<file path="src/rtl/tuner_pkg.sv">
// Shared tuner constants and the zero-cross FSM state encoding.
// Imported by the detector and its hysteresis comparator.
package tuner_pkg;

    localparam logic [1:0] ST_IDLE    = 2'd0;
    localparam logic [1:0] ST_UNKNOWN = 2'd1;
    localparam logic [1:0] ST_NEG     = 2'd2;
    localparam logic [1:0] ST_POS     = 2'd3;

    localparam int SAMPLE_RATE = 48000;
    localparam int HYST_DEF    = 4096;

    typedef enum logic [1:0] {
        IDLE    = ST_IDLE,
        UNKNOWN = ST_UNKNOWN,
        NEG     = ST_NEG,
        POS     = ST_POS
    } zc_state_e;

endpackage

</file>
<file path="src/rtl/hyst_compare.sv">
// Signed hysteresis comparator: classifies one sample as
// above +HYST, below -HYST, or inside the dead band.
module hyst_compare
    import tuner_pkg::*;
#(
    parameter int SAMPLE_W = 24,
    parameter int HYST     = HYST_DEF
) (
    input  logic [SAMPLE_W-1:0] i_sample,
    output logic                o_is_pos,
    output logic                o_is_neg
);

    localparam logic signed [SAMPLE_W-1:0] HYST_P = SAMPLE_W'(HYST);
    localparam logic signed [SAMPLE_W-1:0] HYST_N = -HYST_P;

    logic signed [SAMPLE_W-1:0] w_s;

    assign w_s      = $signed(i_sample);
    assign o_is_pos = (w_s >= HYST_P);
    assign o_is_neg = (w_s <= HYST_N);

endmodule

</file>
<file path="src/rtl/zero_cross_detector.sv">
// Rising zero-cross detector with hysteresis, glitch rejection,
// period measurement and loss-of-signal timeout.
module zero_cross_detector
    import tuner_pkg::*;
#(
    parameter int SAMPLE_W   = 24,
    parameter int HYST       = HYST_DEF,
    parameter int PERIOD_W   = 16,
    parameter int MIN_PERIOD = 8,
    parameter int TIMEOUT    = SAMPLE_RATE
) (
    input  logic                clock,
    input  logic                resetn,
    input  logic                enable,
    input  logic                read_ready,
    output logic                read,
    input  logic [SAMPLE_W-1:0] sample_in,
    output logic                cross_pulse,
    output logic                period_valid,
    output logic [PERIOD_W-1:0] period,
    output logic                no_signal
);

    localparam logic [PERIOD_W-1:0] CNT_MIN = PERIOD_W'(MIN_PERIOD);
    localparam logic [PERIOD_W-1:0] CNT_TMO = PERIOD_W'(TIMEOUT);

    zc_state_e           r_state;
    zc_state_e           w_state_nx;
    logic [SAMPLE_W-1:0] r_sample_q;
    logic                r_vld;
    logic [PERIOD_W-1:0] r_count;
    logic [PERIOD_W-1:0] w_count_nx;
    logic [PERIOD_W-1:0] w_cnt_inc;
    logic                r_first;
    logic                w_first_nx;
    logic                r_cross;
    logic                w_cross_nx;
    logic                r_pv;
    logic                w_pv_nx;
    logic [PERIOD_W-1:0] r_period;
    logic [PERIOD_W-1:0] w_period_nx;
    logic                r_no_sig;
    logic                w_no_sig_nx;
    logic                w_is_pos;
    logic                w_is_neg;
    logic                w_rise;

    assign read         = enable & read_ready;
    assign cross_pulse  = r_cross;
    assign period_valid = r_pv;
    assign period       = r_period;
    assign no_signal    = r_no_sig;

    hyst_compare #(
        .SAMPLE_W (SAMPLE_W),
        .HYST     (HYST)
    ) u_cmp (
        .i_sample (r_sample_q),
        .o_is_pos (w_is_pos),
        .o_is_neg (w_is_neg)
    );

    // Counter saturates so a long silence never wraps into a fake period
    assign w_cnt_inc = (r_count == '1) ? r_count : r_count + 1'b1;
    assign w_rise    = (r_state == NEG) & w_is_pos;

    always_ff @(posedge clock or negedge resetn) begin
        if (!resetn) begin
            r_sample_q <= '0;
            r_vld      <= 1'b0;
        end else begin
            r_vld <= read;
            if (read) begin
                r_sample_q <= sample_in;
            end
        end
    end

    always_ff @(posedge clock or negedge resetn) begin
        if (!resetn) begin
            r_state  <= IDLE;
            r_count  <= '0;
            r_first  <= 1'b1;
            r_cross  <= 1'b0;
            r_pv     <= 1'b0;
            r_period <= '0;
            r_no_sig <= 1'b0;
        end else begin
            r_state  <= w_state_nx;
            r_count  <= w_count_nx;
            r_first  <= w_first_nx;
            r_cross  <= w_cross_nx;
            r_pv     <= w_pv_nx;
            r_period <= w_period_nx;
            r_no_sig <= w_no_sig_nx;
        end
    end

    always_comb begin
        w_state_nx  = r_state;
        w_count_nx  = r_count;
        w_first_nx  = r_first;
        w_cross_nx  = 1'b0;
        w_pv_nx     = 1'b0;
        w_period_nx = r_period;
        w_no_sig_nx = r_no_sig;
        if (!enable) begin
            w_state_nx = IDLE;
            w_count_nx = '0;
        end else if (r_state == IDLE) begin
            w_state_nx = UNKNOWN;
            w_first_nx = 1'b1;
            w_count_nx = '0;
        end else if (r_vld) begin
            w_count_nx = w_cnt_inc;
            if (w_rise) begin
                w_state_nx = POS;
                if (r_first) begin
                    w_first_nx = 1'b0;
                    w_count_nx = '0;
                end else if (w_cnt_inc >= CNT_MIN) begin
                    w_period_nx = w_cnt_inc;
                    w_cross_nx  = 1'b1;
                    w_pv_nx     = 1'b1;
                    w_no_sig_nx = 1'b0;
                    w_count_nx  = '0;
                end
            end else if (w_cnt_inc == CNT_TMO) begin
                // Silence: rearm so the next crossing starts a fresh measurement
                w_state_nx  = UNKNOWN;
                w_first_nx  = 1'b1;
                w_count_nx  = '0;
                w_no_sig_nx = 1'b1;
            end else begin
                unique case (1'b1)
                    w_is_pos: w_state_nx = POS;
                    w_is_neg: w_state_nx = NEG;
                    default:  w_state_nx = r_state;
                endcase
            end
        end
    end

endmodule

</file>
<file path="config.mk">
export PLATFORM = sky130hd
export DESIGN_NAME = zero_cross_detector
export DESIGN_NICKNAME = d
export VERILOG_FILES = /design/src/rtl/tuner_pkg.sv /design/src/rtl/hyst_compare.sv /design/src/rtl/zero_cross_detector.sv
export SDC_FILE = /design/constraint.sdc
export NUM_CORES = 1
export LEC_CHECK = 0
export ABC_AREA = 1
export CAP_MARGIN = 30
export CORE_UTILIZATION = 50
export DETAILED_ROUTE_END_ITERATION = 12
export GPL_TIMING_DRIVEN = 1
export MAX_ROUTING_LAYER = met4
export PLACE_DENSITY = 0.77
export SYNTH_ARGS = -nofsm -noshare
export SYNTH_HDL_FRONTEND = slang
export SYNTH_SLANG_ARGS = --single-unit
</file>
<file path="constraint.sdc">
create_clock -name clock -period 2 [get_ports clock]
set_clock_uncertainty 0.05 [all_clocks]
set_input_delay 0.5 -clock clock [delete_from_list [all_inputs] [get_ports clock]]
set_output_delay 0.5 -clock clock [all_outputs]
set_load 0.01 [all_outputs]
</file>
== Yosys cells after proc, flatten, opt, wreduce, memory -nomap -nowiden ==
Cells that the tools add are included.

* Input bits: 28
* Output and inout bits: 20
* Register bits: 62
* Logic and storage cells: 58

* Reductions and logical operators: 8
* Multiplexer cells: 27
* Equal/unequal tests: 7
* Add/sub/neg operators: 1
* Bitwise logic cells: 4
* Order comparisons: 3

{| class="wikitable"
|+ Operators by type and width
! operator !! number
|-
| $mux 16 || 8
|-
| $eq 16x16->1 const B || 2
|-
| $ge 24x14->1 const B || 1
|-
| $le 24x13->1 const B || 1
|-
| $add 16x1->16 const B || 1
|-
| $ge 16x4->1 const B || 1
|-
| $mux 1 || 13
|-
| $reduce_and 6->1 || 2
|-
| $mux 2 || 5
|-
| $ne 6x1->1 const B || 1
|-
| $pmux 2 s2 || 1
|-
| $reduce_bool 2->1 || 2
|-
| $ne 3x1->1 const B || 1
|-
| $reduce_and 3->1 || 1
|-
| $reduce_bool 3->1 || 1
|-
| $and 1x1->1 || 2
|-
| $eq 2x2->1 const B || 1
|-
| $logic_not 2->1 || 1
|-
| $ne 2x1->1 const B || 1
|-
| $ne 2x2->1 const B || 1
|-
| $not 1->1 || 2
|-
| $reduce_and 2->1 || 1
|}

== Longest topological paths before layout ==
* Word-level depth: 9
* Depth in mapped cells: 16
* Gate-level depth less buffers: 16

== By module ==
Synthesis repeated with hierarchy kept, for this count alone.

* Cells, all modules: 507
* Area, all modules: 3,527.1 um^2

{| class="wikitable"
|+ Modules (own cells, without submodules)
! module !! seq. area each (um^2) !! times used !! area an instance (um^2) !! cells each
|-
| zero_cross_detector || 1,552.7 || 1 || 3,344.5 || 463
|-
| hyst_compare || 0.0 || 1 || 182.7 || 44
|}

== Worst setup path before layout ==
Ideal clock, no wire load.

* Kind: reg-to-reg
* Start: reg r_count[0]
* End: reg r_period[14] (netlist: period[14])
* Library setup time: 74 ps
* Data required time: 1,876 ps
* Cell stages (with the launch flop): 17
* Path buffers: 2
* Data arrival time: 1,989 ps
* Clock period less this slack: 2,113 ps
* Setup slack: -113 ps
* Cells stage by stage: dfrtp_1 ha_1 inv_1 nor2_4 nand2_4 inv_2 nand2_4 buf_6 nand2_1 inv_2 nand3_2 nor2_2 nand3_2 nand3_4 buf_6 nand2_2 o21ai_2

* Cells in the longest elaborated chain, start to end: 4
* Elaborated cells between the ends (all ways): 5
* Those cells by class: add/sub (1); order compare (1); eq/ne (1); mux (1); reduce/logical (1)

{| class="wikitable"
|+ Ends and longest elaborated chain
! element !! RTL line !! source
|-
| from (decl) || zero_cross_detector.sv:31 || <nowiki>logic [PERIOD_W-1:0] r_count;</nowiki>
|-
| from (signal assigned) || zero_cross_detector.sv:90 || <nowiki>r_count <= w_count_nx;</nowiki>
|-
| $add 16x1->16 or $eq 16x16->1 (tied branches) || zero_cross_detector.sv:64 || <nowiki>assign w_cnt_inc = (r_count == '1) ? r_count : r_count + 1'b1;</nowiki>
|-
| $mux 16 (*) || zero_cross_detector.sv:64 ||
|-
| $ge 16x4->1 || zero_cross_detector.sv:121 || <nowiki>end else if (w_cnt_inc >= CNT_MIN) begin</nowiki>
|-
| $reduce_and 6->1 (no line) || - ||
|-
| to (signal assigned) || zero_cross_detector.sv:94 || <nowiki>r_period <= w_period_nx;</nowiki>
|-
| to (decl) || zero_cross_detector.sv:40 || <nowiki>logic [PERIOD_W-1:0] r_period;</nowiki>
|}

Mark *: on every way between the ends. The rest lies on a longest branch, timed or not.
A chain may end at the register's enable or synchronous reset.

== Worst setup path after layout ==
* Start: reg r_count[1]
* End: reg r_count[9]

* Cells in the longest elaborated chain, start to end: 9
* Elaborated cells between the ends (all ways): 12
* Those cells by class: add/sub (1); order compare (1); eq/ne (2); mux (8)

{| class="wikitable"
|+ Ends and longest elaborated chain
! element !! RTL line !! source
|-
| $add 16x1->16 or $eq 16x16->1 (tied branches) || zero_cross_detector.sv:64 ||
|-
| $mux 16 (*) || zero_cross_detector.sv:64 ||
|-
| $ge 16x4->1 || zero_cross_detector.sv:121 ||
|-
| $mux 16 || zero_cross_detector.sv:121 ||
|-
| $mux 16 || zero_cross_detector.sv:118 || <nowiki>if (r_first) begin</nowiki>
|-
| $mux 16 (*) || zero_cross_detector.sv:116 || <nowiki>if (w_rise) begin</nowiki>
|-
| $mux 16 (*) || zero_cross_detector.sv:114 || <nowiki>end else if (r_vld) begin</nowiki>
|-
| $mux 16 (*) || zero_cross_detector.sv:110 || <nowiki>end else if (r_state == IDLE) begin</nowiki>
|-
| $mux 16 (*) || zero_cross_detector.sv:107 || <nowiki>if (!enable) begin</nowiki>
|}

Mark *: on every way between the ends. The rest lies on a longest branch, timed or not. The select of a mux whose other input is x is not followed.

==> run summary <==
status = finished, violations left
violated checks = setup timing
Req. time, crit path = 2.18 ns
initial antenna violation count = 0
Clock Path Buffers = 2
first-pass GRT wire length = 17100 µm
Pint = 2.18 mW
final hold slack = 0.434 ns
largest cells by area after synthesis = dfrtp_1 43%, nand2_1 18%, nand3_1 5.2%
setup slack after layout = -0.262 ns
r2r endpoint = r_count[9]
Yosys top cell by area = dfrtp_1
Hold Path Origin = r_sample_q[8]
Syn-to-layout area delta = 50.6%
critical path's most frequent cell = nor2_4
num rows = 30
drt wl/cell = 15.5 µm
htree depth = 3
synth warn = 0
Seq cells post-synth = 62
Crit path buffers/inverters = 1
flip-flop and latch area = 1560 µm²
vias in the first global route = 3769
max-slew violations = 0
fill count = 471
vias = 3823
Worst Reg-to-Reg Cells = 14
DIE HEIGHT = 86.2 µm
setup_tns = -5.31 ns
WL final = 11000 µm
clock share of power = 0.351
first-pass iteration count of the detailed router = 5
power share of the combinational group = 0.201
FF-to-FF Start = r_count[1]
share of the synthesized area in the top cell type = 0.431
hpwl dp = 7130 µm
Hold Crit Class = register to register
Hold Path Depth = 2
commonest non-fill, non-tap cell in the layout = nand2_1
footprint of the multi-input gates = 2070 µm²
sequential share of power = 0.448
crit path launch type = register
Final ANT Viol Nets = 0
CTS sink count = 62
Top delay family on crit path = simple AND/OR/NAND/NOR gates
PwrDens = 595 nW/µm²
leakage power = 2.56 nW
RSZ-0062 raised after global routing = yes
syn nets = 504
max incr delay on CP = 0.40 ns
clk root buf = clkbuf_8
Die W = 86.2 µm
Num CTS Buffers = 9
WP data arrival = 2.44 ns
Slowest-stage cell, CP = dfrtp_1
layout cells sized above 1 = 0.378
Placer Congestion = 0.943
# diodes = 0
vias per cell = 5.39
Crit Path Category = register to register
period utilization = 1.13
final core utilization = 0.781
Net Sw Power = 0.996 mW
1st-iter DRT viols = 307
Starting Density = 0.518
# DRC = 0
largest net degree at the start of global routing = 38
I/O Pins = 48
crit end category = register
Post-Place Worst Slack = -0.280 ns
port buffer count = 47
CP cell instances = ha_4 > inv_4 > nor2_4 > nand2_4 > nor2_4 > nand3_2 > nand2_2 > nand2_4 > nor2_4 > nand3_2 > nor2_4 > nand3_4 > nand3b_1 > nand2_1
GRT overflow = 0
Synth Cell Area = 3540 µm²
fin crit period = 2.26 ns
reg-to-reg setup timing slack = -0.26 ns
Setup-failing EPs final = 35
Slew @ Worst Pin = 0.312 ns
synthesized netlist cell count = 475
Worst Path Max Fanout = 6
Relative slew margins = 0.790
achievable frequency = 442 MHz
total core area = 6830 µm²
VDD IR max = 0.606 mV
switch share = 0.314
maxcap violations = 0
total track usage = 0.308
Clock Pin Slew Worst Setup and Hold Paths = 0.08 ns
syn avg cell area = 7.46 µm²
Skew-Pair Late Insertion Delay = 0.35 ns
post-synthesis sequential area ratio = 0.438
Final Hold Viols = 0
Worst Hold End = r_sample_q[8]
overall die area = 7430 µm²
Final nets = 637
CTS tree = done
most frequent cells in the layout = 149 x nand2_1, 74 x buf_4, 58 x dfrtp_1, 44 x clkdlybuf4s50_1, 35 x inv_1
Distinct cells, synth = 30
[timing repair]
| action | 4_1_cts | 5_1_grt |
|---|---|---|
| endpoints found under the hold margin | 6 | 0 |
| gates resized for setup | 46 | 58 |
| cloned | 3 | 0 |
| setup endpoints to repair | 36 | 36 |
| pin swaps | 14 | 33 |
| setup buffers | 7 | 3 |
| hold buffers | 1 | 0 |
[cell usage after synthesis]
library cell,number
nand3_4,1
ha_1,1
nor4_1,3
nor2_2,8
a21oi_1,2
xnor2_1,2
dfstp_2,1
nand4_1,12
o21ai_1,4
clkbuf_1,5
inv_1,37
nand2_2,20
nand2_4,2
o21bai_1,1
clkinv_1,1
xor2_1,2
a21boi_0,1
nand2_1,169
dfrtp_1,61
buf_4,1
buf_6,5
nand3_1,37
nand3_2,7
nor3_1,4
nor2_4,4
o21ai_0,13
nor2_1,43
nand3b_1,3
o21ai_2,13
inv_2,12
[power groups by stage]
stage                     logic, mW  clock network, mW  registers [mW]
after floorplan               0.317                  0            1.43
after global placement        0.535                  0            1.44
after detailed placement      0.560                  0            1.44
after CTS                     0.593               1.11            1.42
after global routing          0.705               1.18            1.43
final                         0.639               1.11            1.42
[final cells by class]
class	instances	area share
timing repair buffer	132	0.223
sequential	62	0.292
clock inverter	6	0.0117
clock buffer	10	0.0239
inverter	50	0.0389
tap	96	0.0225
multi-input combinational	353	0.388
[sequential cells by signal, summed over array words and instances (netlist names)]
signal        count
period           16
no_signal         1
r_vld             1
r_state           2
r_sample_q       24
r_first           1
period_valid      1
r_count          16
[cells by family (layout without fill, tap and decap cells)]
| kind of cell | Yosys count | after routing | synth area share |
|---|---|---|---|
| AOI/OAI and AO/OA | 34 | 34 | 0.0632 |
| buffers and inverters | 61 | 198 | 0.0763 |
| and+or+nand+nor | 313 | 314 | 0.409 |
| DFF | 62 | 62 | 0.438 |
| xor gates and xnor gates | 4 | 4 | 0.00989 |
| adders and majority gates | 1 | 1 | 0.00353 |
[stage by stage]
step / cells / instance area, µm² / total power, mW
after floorplan: 475 / 3560 / 1.75
after global placement: 680 / 4630 / 1.97
after detailed placement: 680 / 4630 / 2.00
after CTS: 707 / 5110 / 3.12
after global routing: 709 / 5340 / 3.32
final: 709 / 5340 / 3.18
[worst register-to-register path, stage by stage, from the launching register on]
cell	delay (ns)
dfrtp_1	0.40
ha_4	0.20
inv_4	0.04
nor2_4	0.10
nand2_4	0.11
nor2_4	0.18
nand3_2	0.09
nand2_2	0.17
nand2_4	0.10
nor2_4	0.12
nand3_2	0.10
nor2_4	0.14
nand3_4	0.13
nand3b_1	0.14
nand2_1	0.07
[worst max path at each step]
stage	end	slack [ns]	cells past startpoint	startpoint
2_1_floorplan	period[10]	0.008	15	r_count[0]
3_3_place_gp	read	-0.23	4	enable
3_5_place_dp	period[3]	-0.28	12	enable
4_1_cts	r_count[9]	-0.16	14	r_count[1]
5_1_grt	r_count[9]	-0.37	14	r_count[1]
6_report	r_count[9]	-0.26	14	r_count[1]
[per-layer routing]
metal	track usage	vias to the layer above	wire length, µm
met5	-	-	0
met4	0.145	0	446
met3	0.0590	52	545
met2	0.525	168	5640
met1	0.351	1840	4340
li1	-	1763	-
(Power assumes the default switching activity.)
